<file path="config.mk">
export PLATFORM = sky130hd
export DESIGN_NAME = uart_trace_fmt_flat
export DESIGN_NICKNAME = d
export VERILOG_FILES = /design/src/rtl/uart_trace_pkg.sv /design/src/rtl/uart_trace_fmt_if.sv /design/src/rtl/uart_byte_fifo.sv /design/src/rtl/uart_trace_fmt.sv /design/src/flat_wrapper.sv
export SDC_FILE = /design/constraint.sdc
export NUM_CORES = 1
export LEC_CHECK = 0
export CAP_MARGIN = 20
export CORE_ASPECT_RATIO = 1.1
export CORE_MARGIN = 4
export CORE_UTILIZATION = 35
export CTS_CLUSTER_SIZE = 24
export DETAILED_ROUTE_END_ITERATION = 12
export GPL_ROUTABILITY_DRIVEN = 0
export GPL_TIMING_DRIVEN = 0
export HOLD_SLACK_MARGIN = 0.12
export PLACE_DENSITY = 0.62
export SLEW_MARGIN = 0
export SYNTH_ARGS = -nofsm -noshare
export SYNTH_HDL_FRONTEND = slang
export SYNTH_SLANG_ARGS = --single-unit
</file>
<file path="constraint.sdc">
create_clock -name clk -period 9.31 [get_ports clk]
set_input_delay 1.3965 -clock clk [delete_from_list [all_inputs] [get_ports clk]]
set_output_delay 1.3965 -clock clk [all_outputs]
set_load 0.05 [all_outputs]
</file>
<file path="src/rtl/uart_trace_pkg.sv">
// Shared constants, FSM state type and helpers for the multi-channel UART trace formatter.
package uart_trace_pkg;

    localparam logic [7:0] ASCII_R   = 8'h52;
    localparam logic [7:0] ASCII_COL = 8'h3A;
    localparam logic [7:0] ASCII_CR  = 8'h0D;
    localparam logic [7:0] ASCII_LF  = 8'h0A;

    typedef enum logic [2:0] {
        ST_IDLE,
        ST_HDR_R,
        ST_HDR_CH,
        ST_HDR_COL,
        ST_DATA,
        ST_EOL_CR,
        ST_EOL_LF
    } fmt_state_e;

    // Hex digits needed for a DW-bit data word.
    function automatic int calc_nib(input int dw);
        return (dw + 3) / 4;
    endfunction

    // Hex digits needed for a channel index; a single channel still prints "0".
    function automatic int calc_chd(input int num_ch);
        int bits;
        bits = $clog2(num_ch);
        return (bits < 1) ? 1 : (bits + 3) / 4;
    endfunction

    function automatic logic [7:0] nib2ascii(input logic [3:0] nib);
        return (nib < 4'd10) ? (8'h30 + {4'h0, nib}) : (8'h37 + {4'h0, nib});
    endfunction

endpackage

</file>
<file path="src/rtl/uart_trace_fmt_if.sv">
// Ready/valid byte stream from the trace formatter to the UART transmitter.
interface uart_trace_fmt_if;

    logic [7:0] o_byte;
    logic       o_byte_valid;
    logic       i_byte_ready;

    modport master (output o_byte, output o_byte_valid, input  i_byte_ready);
    modport slave  (input  o_byte, input  o_byte_valid, output i_byte_ready);

endinterface

</file>
<file path="src/rtl/uart_byte_fifo.sv">
// Byte FIFO with a registered head; a write into an empty FIFO shows up one cycle later.
module uart_byte_fifo #(
    parameter int DEPTH = 16
) (
    input  logic                   clk,
    input  logic                   rst_n,
    input  logic                   wr,
    input  logic [7:0]             din,
    output logic                   full,
    input  logic                   rd,
    output logic [7:0]             dout,
    output logic                   valid,
    output logic                   empty,
    output logic [$clog2(DEPTH):0] cnt
);

    localparam int              AW       = $clog2(DEPTH);
    localparam logic [AW:0]     CNT_FULL = (AW + 1)'(DEPTH);
    localparam logic [AW:0]     CNT_ONE  = (AW + 1)'(1);
    localparam logic [AW-1:0]   PTR_ONE  = AW'(1);

    logic [7:0]    mem [DEPTH];
    logic [AW-1:0] wr_ptr;
    logic [AW-1:0] rd_ptr;
    logic [AW:0]   cnt_q;
    logic          valid_q;
    logic [7:0]    head_q;
    logic          wr_en;
    logic          rd_en;
    logic          load;

    // cnt_q counts the head register too, so the array only holds cnt_q - valid_q bytes.
    assign wr_en = wr & ~full;
    assign rd_en = rd & valid_q;
    assign load  = (cnt_q > {{AW{1'b0}}, valid_q}) & (~valid_q | rd_en);

    assign full  = (cnt_q == CNT_FULL);
    assign empty = (cnt_q == '0);
    assign cnt   = cnt_q;
    assign dout  = head_q;
    assign valid = valid_q;

    // NOTE: the storage array has no reset; only pointers, count and head are reset,
    // which keeps it a plain RAM and is safe because nothing reads an unwritten slot.
    always_ff @(posedge clk) begin
        if (wr_en) mem[wr_ptr] <= din;
    end

    // NOTE: sequential state uses non-blocking assignments so every register samples
    // pre-edge values regardless of statement order.
    always_ff @(posedge clk or negedge rst_n) begin
        if (!rst_n) begin
            wr_ptr  <= '0;
            rd_ptr  <= '0;
            cnt_q   <= '0;
            valid_q <= 1'b0;
            head_q  <= '0;
        end else begin
            if (wr_en) wr_ptr <= wr_ptr + PTR_ONE;
            if (load) begin
                head_q  <= mem[rd_ptr];
                rd_ptr  <= rd_ptr + PTR_ONE;
                valid_q <= 1'b1;
            end else if (rd_en) begin
                valid_q <= 1'b0;
            end
            case ({wr_en, rd_en})
                2'b10:   cnt_q <= cnt_q + CNT_ONE;
                2'b01:   cnt_q <= cnt_q - CNT_ONE;
                default: cnt_q <= cnt_q;
            endcase
        end
    end

endmodule

</file>
<file path="src/rtl/uart_trace_fmt.sv">
// Captures strobed words from NUM_CH channels, arbitrates round-robin and formats each
// as "R<ch>:<hex>" plus line ending into a byte FIFO feeding the UART transmitter.
module uart_trace_fmt
    import uart_trace_pkg::*;
#(
    parameter int DW         = 32,
    parameter int NUM_CH     = 4,
    parameter int FIFO_DEPTH = 16,
    parameter int EOL_MODE   = 0
) (
    input  logic                        clk,
    input  logic                        rst_n,
    input  logic [NUM_CH-1:0]           i_ch_stb,
    input  logic [NUM_CH*DW-1:0]        i_ch_data,
    output logic [NUM_CH-1:0]           o_ch_pend,
    output logic [NUM_CH-1:0]           o_ch_ovf,
    input  logic                        i_ovf_clr,
    output logic                        o_busy,
    output logic [$clog2(FIFO_DEPTH):0] o_fifo_cnt,
    uart_trace_fmt_if.master            tx
);

    localparam int         NIB      = calc_nib(DW);
    localparam int         CHD      = calc_chd(NUM_CH);
    localparam int         CW       = (NUM_CH > 1) ? $clog2(NUM_CH) : 1;
    localparam int         DSW      = NIB * 4;
    localparam int         CSW      = CHD * 4;
    localparam logic [3:0] NIB_LAST = 4'(NIB - 1);
    localparam logic [3:0] CHD_LAST = 4'(CHD - 1);

    logic [DW-1:0]     data_q [NUM_CH];
    logic [NUM_CH-1:0] pend_q;
    logic [NUM_CH-1:0] ovf_q;
    logic [NUM_CH-1:0] gnt_vec;
    logic [CW-1:0]     gnt_ch;
    logic [CW-1:0]     idx;
    logic              gnt_any;
    logic              grant;

    fmt_state_e        state_q, state_d;
    logic [DSW-1:0]    sh_q, sh_d;
    logic [CSW-1:0]    ch_sh_q, ch_sh_d;
    logic [CW-1:0]     last_q, last_d;
    logic [3:0]        dig_q, dig_d;

    logic              fifo_wr;
    logic [7:0]        fifo_din;
    logic              fifo_full;
    logic              fifo_empty;

    // First pending channel after the last-served one, wrapping round.
    // NOTE: every variable written in always_comb gets a default first, so no path
    // leaves it unassigned and no latch is inferred.
    always_comb begin
        gnt_any = 1'b0;
        gnt_ch  = '0;
        idx     = '0;
        for (int i = 1; i <= NUM_CH; i++) begin
            idx = CW'((int'(last_q) + i) % NUM_CH);
            if (!gnt_any && pend_q[idx]) begin
                gnt_any = 1'b1;
                gnt_ch  = idx;
            end
        end
    end

    assign grant = (state_q == ST_IDLE) & gnt_any;

    always_comb begin
        gnt_vec = '0;
        for (int c = 0; c < NUM_CH; c++) gnt_vec[c] = grant && (gnt_ch == CW'(c));
    end

    // A strobe in the grant cycle of its own channel is accepted: the grant takes the old word.
    always_ff @(posedge clk or negedge rst_n) begin
        if (!rst_n) begin
            pend_q <= '0;
            ovf_q  <= '0;
            for (int c = 0; c < NUM_CH; c++) data_q[c] <= '0;
        end else begin
            for (int c = 0; c < NUM_CH; c++) begin
                if (i_ch_stb[c] && (!pend_q[c] || gnt_vec[c])) begin
                    data_q[c] <= i_ch_data[c*DW +: DW];
                    pend_q[c] <= 1'b1;
                end else if (gnt_vec[c]) begin
                    pend_q[c] <= 1'b0;
                end
                if (i_ch_stb[c] && pend_q[c] && !gnt_vec[c]) ovf_q[c] <= 1'b1;
                else if (i_ovf_clr)                          ovf_q[c] <= 1'b0;
            end
        end
    end

    always_ff @(posedge clk or negedge rst_n) begin
        if (!rst_n) begin
            state_q <= ST_IDLE;
            sh_q    <= '0;
            ch_sh_q <= '0;
            last_q  <= CW'(NUM_CH - 1);
            dig_q   <= '0;
        end else begin
            state_q <= state_d;
            sh_q    <= sh_d;
            ch_sh_q <= ch_sh_d;
            last_q  <= last_d;
            dig_q   <= dig_d;
        end
    end

    // Each non-idle state emits one byte and advances only when the FIFO takes it.
    always_comb begin
        state_d  = state_q;
        sh_d     = sh_q;
        ch_sh_d  = ch_sh_q;
        last_d   = last_q;
        dig_d    = dig_q;
        fifo_wr  = 1'b0;
        fifo_din = '0;
        case (state_q)
            ST_IDLE: begin
                if (gnt_any) begin
                    sh_d    = DSW'(data_q[gnt_ch]);
                    ch_sh_d = CSW'(gnt_ch);
                    last_d  = gnt_ch;
                    dig_d   = '0;
                    state_d = ST_HDR_R;
                end
            end
            ST_HDR_R: begin
                fifo_wr  = !fifo_full;
                fifo_din = ASCII_R;
                if (fifo_wr) state_d = ST_HDR_CH;
            end
            ST_HDR_CH: begin
                fifo_wr  = !fifo_full;
                fifo_din = nib2ascii(ch_sh_q[CSW-1 -: 4]);
                if (fifo_wr) begin
                    ch_sh_d = ch_sh_q << 4;
                    if (dig_q == CHD_LAST) begin
                        dig_d   = '0;
                        state_d = ST_HDR_COL;
                    end else begin
                        dig_d = dig_q + 4'd1;
                    end
                end
            end
            ST_HDR_COL: begin
                fifo_wr  = !fifo_full;
                fifo_din = ASCII_COL;
                if (fifo_wr) state_d = ST_DATA;
            end
            ST_DATA: begin
                fifo_wr  = !fifo_full;
                fifo_din = nib2ascii(sh_q[DSW-1 -: 4]);
                if (fifo_wr) begin
                    sh_d = sh_q << 4;
                    if (dig_q == NIB_LAST) begin
                        dig_d   = '0;
                        state_d = (EOL_MODE != 0) ? ST_EOL_LF : ST_EOL_CR;
                    end else begin
                        dig_d = dig_q + 4'd1;
                    end
                end
            end
            ST_EOL_CR: begin
                fifo_wr  = !fifo_full;
                fifo_din = ASCII_CR;
                if (fifo_wr) state_d = ST_EOL_LF;
            end
            ST_EOL_LF: begin
                fifo_wr  = !fifo_full;
                fifo_din = ASCII_LF;
                if (fifo_wr) state_d = ST_IDLE;
            end
            default: state_d = ST_IDLE;
        endcase
    end

    uart_byte_fifo #(
        .DEPTH (FIFO_DEPTH)
    ) u_fifo (
        .clk   (clk),
        .rst_n (rst_n),
        .wr    (fifo_wr),
        .din   (fifo_din),
        .full  (fifo_full),
        .rd    (tx.o_byte_valid & tx.i_byte_ready),
        .dout  (tx.o_byte),
        .valid (tx.o_byte_valid),
        .empty (fifo_empty),
        .cnt   (o_fifo_cnt)
    );

    assign o_ch_pend = pend_q;
    assign o_ch_ovf  = ovf_q;
    assign o_busy    = (state_q != ST_IDLE) | ~fifo_empty;

endmodule

</file>
<file path="src/flat_wrapper.sv">
// flat-port wrapper written by rule: the top's interface ports become plain ports
module uart_trace_fmt_flat import uart_trace_pkg::*;
#(
    parameter int DW         = 32,
    parameter int NUM_CH     = 4,
    parameter int FIFO_DEPTH = 16,
    parameter int EOL_MODE   = 0
)
  (clk, rst_n, i_ch_stb, i_ch_data, o_ch_pend, o_ch_ovf, i_ovf_clr, o_busy, o_fifo_cnt, tx_o_byte, tx_o_byte_valid, tx_i_byte_ready);
  uart_trace_fmt_if tx_i ();
  input  logic clk;
  input  logic rst_n;
  input  logic [NUM_CH-1:0] i_ch_stb;
  input  logic [NUM_CH*DW-1:0] i_ch_data;
  output logic [NUM_CH-1:0] o_ch_pend;
  output logic [NUM_CH-1:0] o_ch_ovf;
  input  logic i_ovf_clr;
  output logic o_busy;
  output logic [$clog2(FIFO_DEPTH):0] o_fifo_cnt;
  output wire logic [$bits(tx_i.o_byte)-1:0] tx_o_byte;
  output wire logic [$bits(tx_i.o_byte_valid)-1:0] tx_o_byte_valid;
  input wire logic [$bits(tx_i.i_byte_ready)-1:0] tx_i_byte_ready;
  assign tx_o_byte = tx_i.o_byte;
  assign tx_o_byte_valid = tx_i.o_byte_valid;
  assign tx_i.i_byte_ready = tx_i_byte_ready;
  uart_trace_fmt #(.DW(DW), .NUM_CH(NUM_CH), .FIFO_DEPTH(FIFO_DEPTH), .EOL_MODE(EOL_MODE)) u_core (.clk(clk), .rst_n(rst_n), .i_ch_stb(i_ch_stb), .i_ch_data(i_ch_data), .o_ch_pend(o_ch_pend), .o_ch_ovf(o_ch_ovf), .i_ovf_clr(i_ovf_clr), .o_busy(o_busy), .o_fifo_cnt(o_fifo_cnt), .tx(tx_i));
endmodule
</file>
==> impl_metrics.env <==
export IMPL_status="complete, no violations"
export IMPL_drtAntennaViolNets=0
export IMPL_clock_tree_root_cell="clkbuf_16"
export IMPL_crit_type="reg -> out"
export IMPL_hold_ws_ps=482
export IMPL_cts_hold_buf=0
export IMPL_maxCapViolations=0
export IMPL_vdd_drop_max_uv=136
export IMPL_skew_ps=20.1
export IMPL_ys_seq_area_share_pct=60.1
export IMPL_routed_via_count=8841
export IMPL_grt_pass1_vias=9405
export IMPL_die_h_um=217
export IMPL_rsz0062_at_grt="no"
export IMPL_rr_startpoint="u_core.u_fifo.cnt[2]$_DFFE_PN0P_"
export IMPL_synth_cell_types=74
export IMPL_setup_viol=0
export IMPL_critPathArrivalTime_ps=2850
export IMPL_crit_buf_inv=3
export IMPL_grt_pass1_wl_mm=56.2
export IMPL_cp_startpoint="u_core.u_fifo.cnt[2]$_DFFE_PN0P_"
export IMPL_cellLeakagePower_nw=6.90
export IMPL_min_from="u_core.data_q[1]$_DFFE_PN0P_"
export IMPL_port_buffers=157
export IMPL_vias_per_cell=5.19
export IMPL_worst_pin_slew_ps=848
export IMPL_crit_chain="buf_2 -> or3_1 -> buf_2 -> or4_1 -> clkdlybuf4s50_1"
export IMPL_startpoint_type="flip-flop"
export IMPL_cp_end_kind="output pin"
export IMPL_critPathMaxStageDelay_ps=730
export IMPL_critPathRequiredTime_ps=7910
export IMPL_ys_warn_count=0
export IMPL_fin_crit_ps=4240
export IMPL_cts_clk_slew_worst_paths_ps=60
export IMPL_synth_seq_cells=312
export IMPL_die_area_um2=43100
export IMPL_wl_per_cell_um=21.1
export IMPL_synth_main_ff_cell="dfrtp_1"
export IMPL_drt_first_pass_iters=5
export IMPL_hold_path_class="reg -> reg"
export IMPL_dp_hpwl_mm=26.4
export IMPL_setup_tns_ps=0
export IMPL_drc=0
export IMPL_routed_wl_mm=35.9
export IMPL_slew_headroom_pct=43.2
export IMPL_power_density_nw_per_um2=372
export IMPL_synth_async_reset_ratio_pct=64.1
export IMPL_synth_avg_cell_area_um2=14.4
export IMPL_period_share_pct=45.6
export IMPL_antenna_found_initial=0
export IMPL_io_pins=159
export IMPL_slew_viol_final=0
export IMPL_grt_max_degree=116
export IMPL_fin_nets=1314
export IMPL_slowest_stage="clkdlybuf4s50_1"
export IMPL_netlist_instances=964
export IMPL_fmax_mhz=236
export IMPL_initial_core_util_pct=35.5
export IMPL_coreArea_um2=39300
export IMPL_cts_resized=0
export IMPL_clk_latency_ps=530
export IMPL_drtIter0Drc=533
export IMPL_diodes=0
export IMPL_hold_viol_final=0
export IMPL_syn2layout_area_growth_pct=25.3
export IMPL_crit_top_cell="buf_2"
export IMPL_die_w_um=198
export IMPL_grt_total_usage_pct=16.7
export IMPL_drive_above_1_share_pct=15.0
export IMPL_synth_edf_count=112
export IMPL_std_cell_rows=76
export IMPL_syn_area_um2=13900
export IMPL_cts_setup_buffers=0
export IMPL_grt_ovfl_total=0
export IMPL_critPathMaxFanout=8
export IMPL_synth_net_count=1112
export IMPL_clock_sinks=312
export IMPL_tritoncts="built"
export IMPL_clock_path_buffers=3
export IMPL_cts_max_level=2
export IMPL_cts_buffers_inserted=37
export IMPL_crit_family="buffers and inverters"
-- worst register-to-register path, stage by stage, from the launching register on --
cell and delay, ps:
dfrtp_1 380, buf_2 160, or3_1 340, buf_2 190
or2_1 240, clkbuf_1 180, and3_1 180, buf_2 160
inv_2 130, ha_1 160, clkbuf_1 330, xor2_1 190
ha_1 230, a21o_1 130, nand2_1 50, a21o_1 150
a21oi_1 160, xor2_1 160
-- stage by stage --
step | power [W] | setup slack (ps) | area, um^2 | utilization (%) | std cells
after floorplan | 0.00420 | 5880 | 13900 | - | 964
after global placement | 0.00501 | -1830 | 16100 | 41.1 | 1628
after detailed placement | 0.00508 | 5590 | 16200 | 41.3 | 1633
after CTS | 0.00655 | 5020 | 17400 | 44.4 | 1701
after global routing | 0.00687 | 4970 | 17500 | 44.5 | 1702
final | 0.00649 | 5070 | 17500 | 44.5 | 1702
-- cell usage in the layout, fill, tap and decap left out, drive strengths merged, types with 7 or more instances in the layout --
master / Yosys / layout
o21ai: 16 / 16
clkbuf: 24 / 77
buf: 40 / 47
ha: 12 / 12
nor2: 8 / 8
o221ai: 12 / 12
nand2: 62 / 62
clkdlybuf4s50: 0 / 156
mux4: 28 / 28
edfxtp: 112 / 112
o22ai: 28 / 28
mux2i: 53 / 53
o22a: 25 / 25
a21oi: 46 / 46
a221oi: 28 / 28
xnor2: 9 / 9
clkinv: 0 / 8
inv: 18 / 21
nand2b: 11 / 11
dfrtp: 198 / 198
and3: 7 / 7
and2: 15 / 15
mux2: 129 / 129
-- kinds of logic after synthesis --
group	count (synthesis)	share of synthesized area [%]
adders and majority gates	12	1.08
and+or+nand+nor	137	5.09
AOI/OAI and AO/OA	197	10.5
other	1	0.0269
DFF	312	60.1
muxes	210	19.6
buffers and inverters	82	2.85
xor gates and xnor gates	13	0.818
-- sequential cells by signal (all words and copies together) (netlist names), 4 cells and up --
name,flops
u_core.data_q,128
u_core.dig_q,4
u_core.o_ch_ovf,4
u_core.o_ch_pend,4
u_core.sh_q,32
u_core.u_fifo.cnt,5
u_core.u_fifo.dout,7
u_core.u_fifo.mem,112
u_core.u_fifo.rd_ptr,4
u_core.u_fifo.wr_ptr,4
-- final timing paths --
kind / to / slack (ps) / depth (start not counted)
worst max-delay path: o_busy / 5070 / 5
worst min-delay path: u_core.data_q[1]$_DFFE_PN0P_ / 480 / 1
worst max register to register: u_core.u_fifo.cnt[4]$_DFFE_PN0P_ / 5700 / 17
worst min register to register: u_core.data_q[1]$_DFFE_PN0P_ / 480 / 1
max in group asynchronous: u_core.data_q[71]$_DFFE_PN0P_ / 7460 / 3
min in group asynchronous: u_core.u_fifo.valid$_DFFE_PN0P_ / 680 / 1
-- area by class of cell --
class	instances	area, um^2
fillers	3512	21800
plain buffers	64	329
clock inverters	15	145
clock buffers	53	1090
repair buffers	163	1660
inverters	18	67.6
well taps	507	634
multi-input cells	570	5160
flip-flops and latches	312	8370
-- power breakdown --
part	switching [W]	total, W	leakage, nW	internal (W)
combinational	0.00149	0.00265	2.89	0.00116
clock	0.000569	0.00144	0.607	0.000875
sequential	0.000327	0.00239	3.41	0.00206
total	0.00239	0.00649	6.90	0.00410
-- per-layer routing --
metal / share of wire, % / vias up / global-route usage, %
met5: 0 / - / 0
met1: 43 / 4468 / 22.1
met2: 50 / 240 / 28.2
met4: 2.7 / 0 / 4.82
met3: 4.8 / 55 / 3.16
li1: - / 4078 / -
-- cell usage after synthesis (all sizes together), types with 3 or more instances --
master	n	area share (%)
a32o	3	0.22
a31o	3	0.25
a221oi	28	1.8
nand2b	11	0.49
o22ai	28	1.3
nor2b	5	0.22
mux2	129	11
edfxtp	112	24
nand3	4	0.14
o22a	25	1.6
nand4	5	0.22
or3	4	0.18
buf	40	1.7
a2bb2oi	4	0.30
o21ai	16	0.66
inv	18	0.49
nand2	62	1.7
and3	7	0.35
a21o	5	0.27
nor2	8	0.27
ha	12	1.1
mux4	28	4.5
clkbuf	24	0.65
o221ai	12	0.75
a21oi	46	1.7
mux2i	53	3.8
xnor2	9	0.57
o211ai	3	0.16
nor3	4	0.18
o2bb2ai	4	0.25
xor2	4	0.25
nor3b	3	0.16
o21a	3	0.16
and2	15	0.67
dfrtp	198	36
No activity file was read; power rests on OpenSTA's default activity.
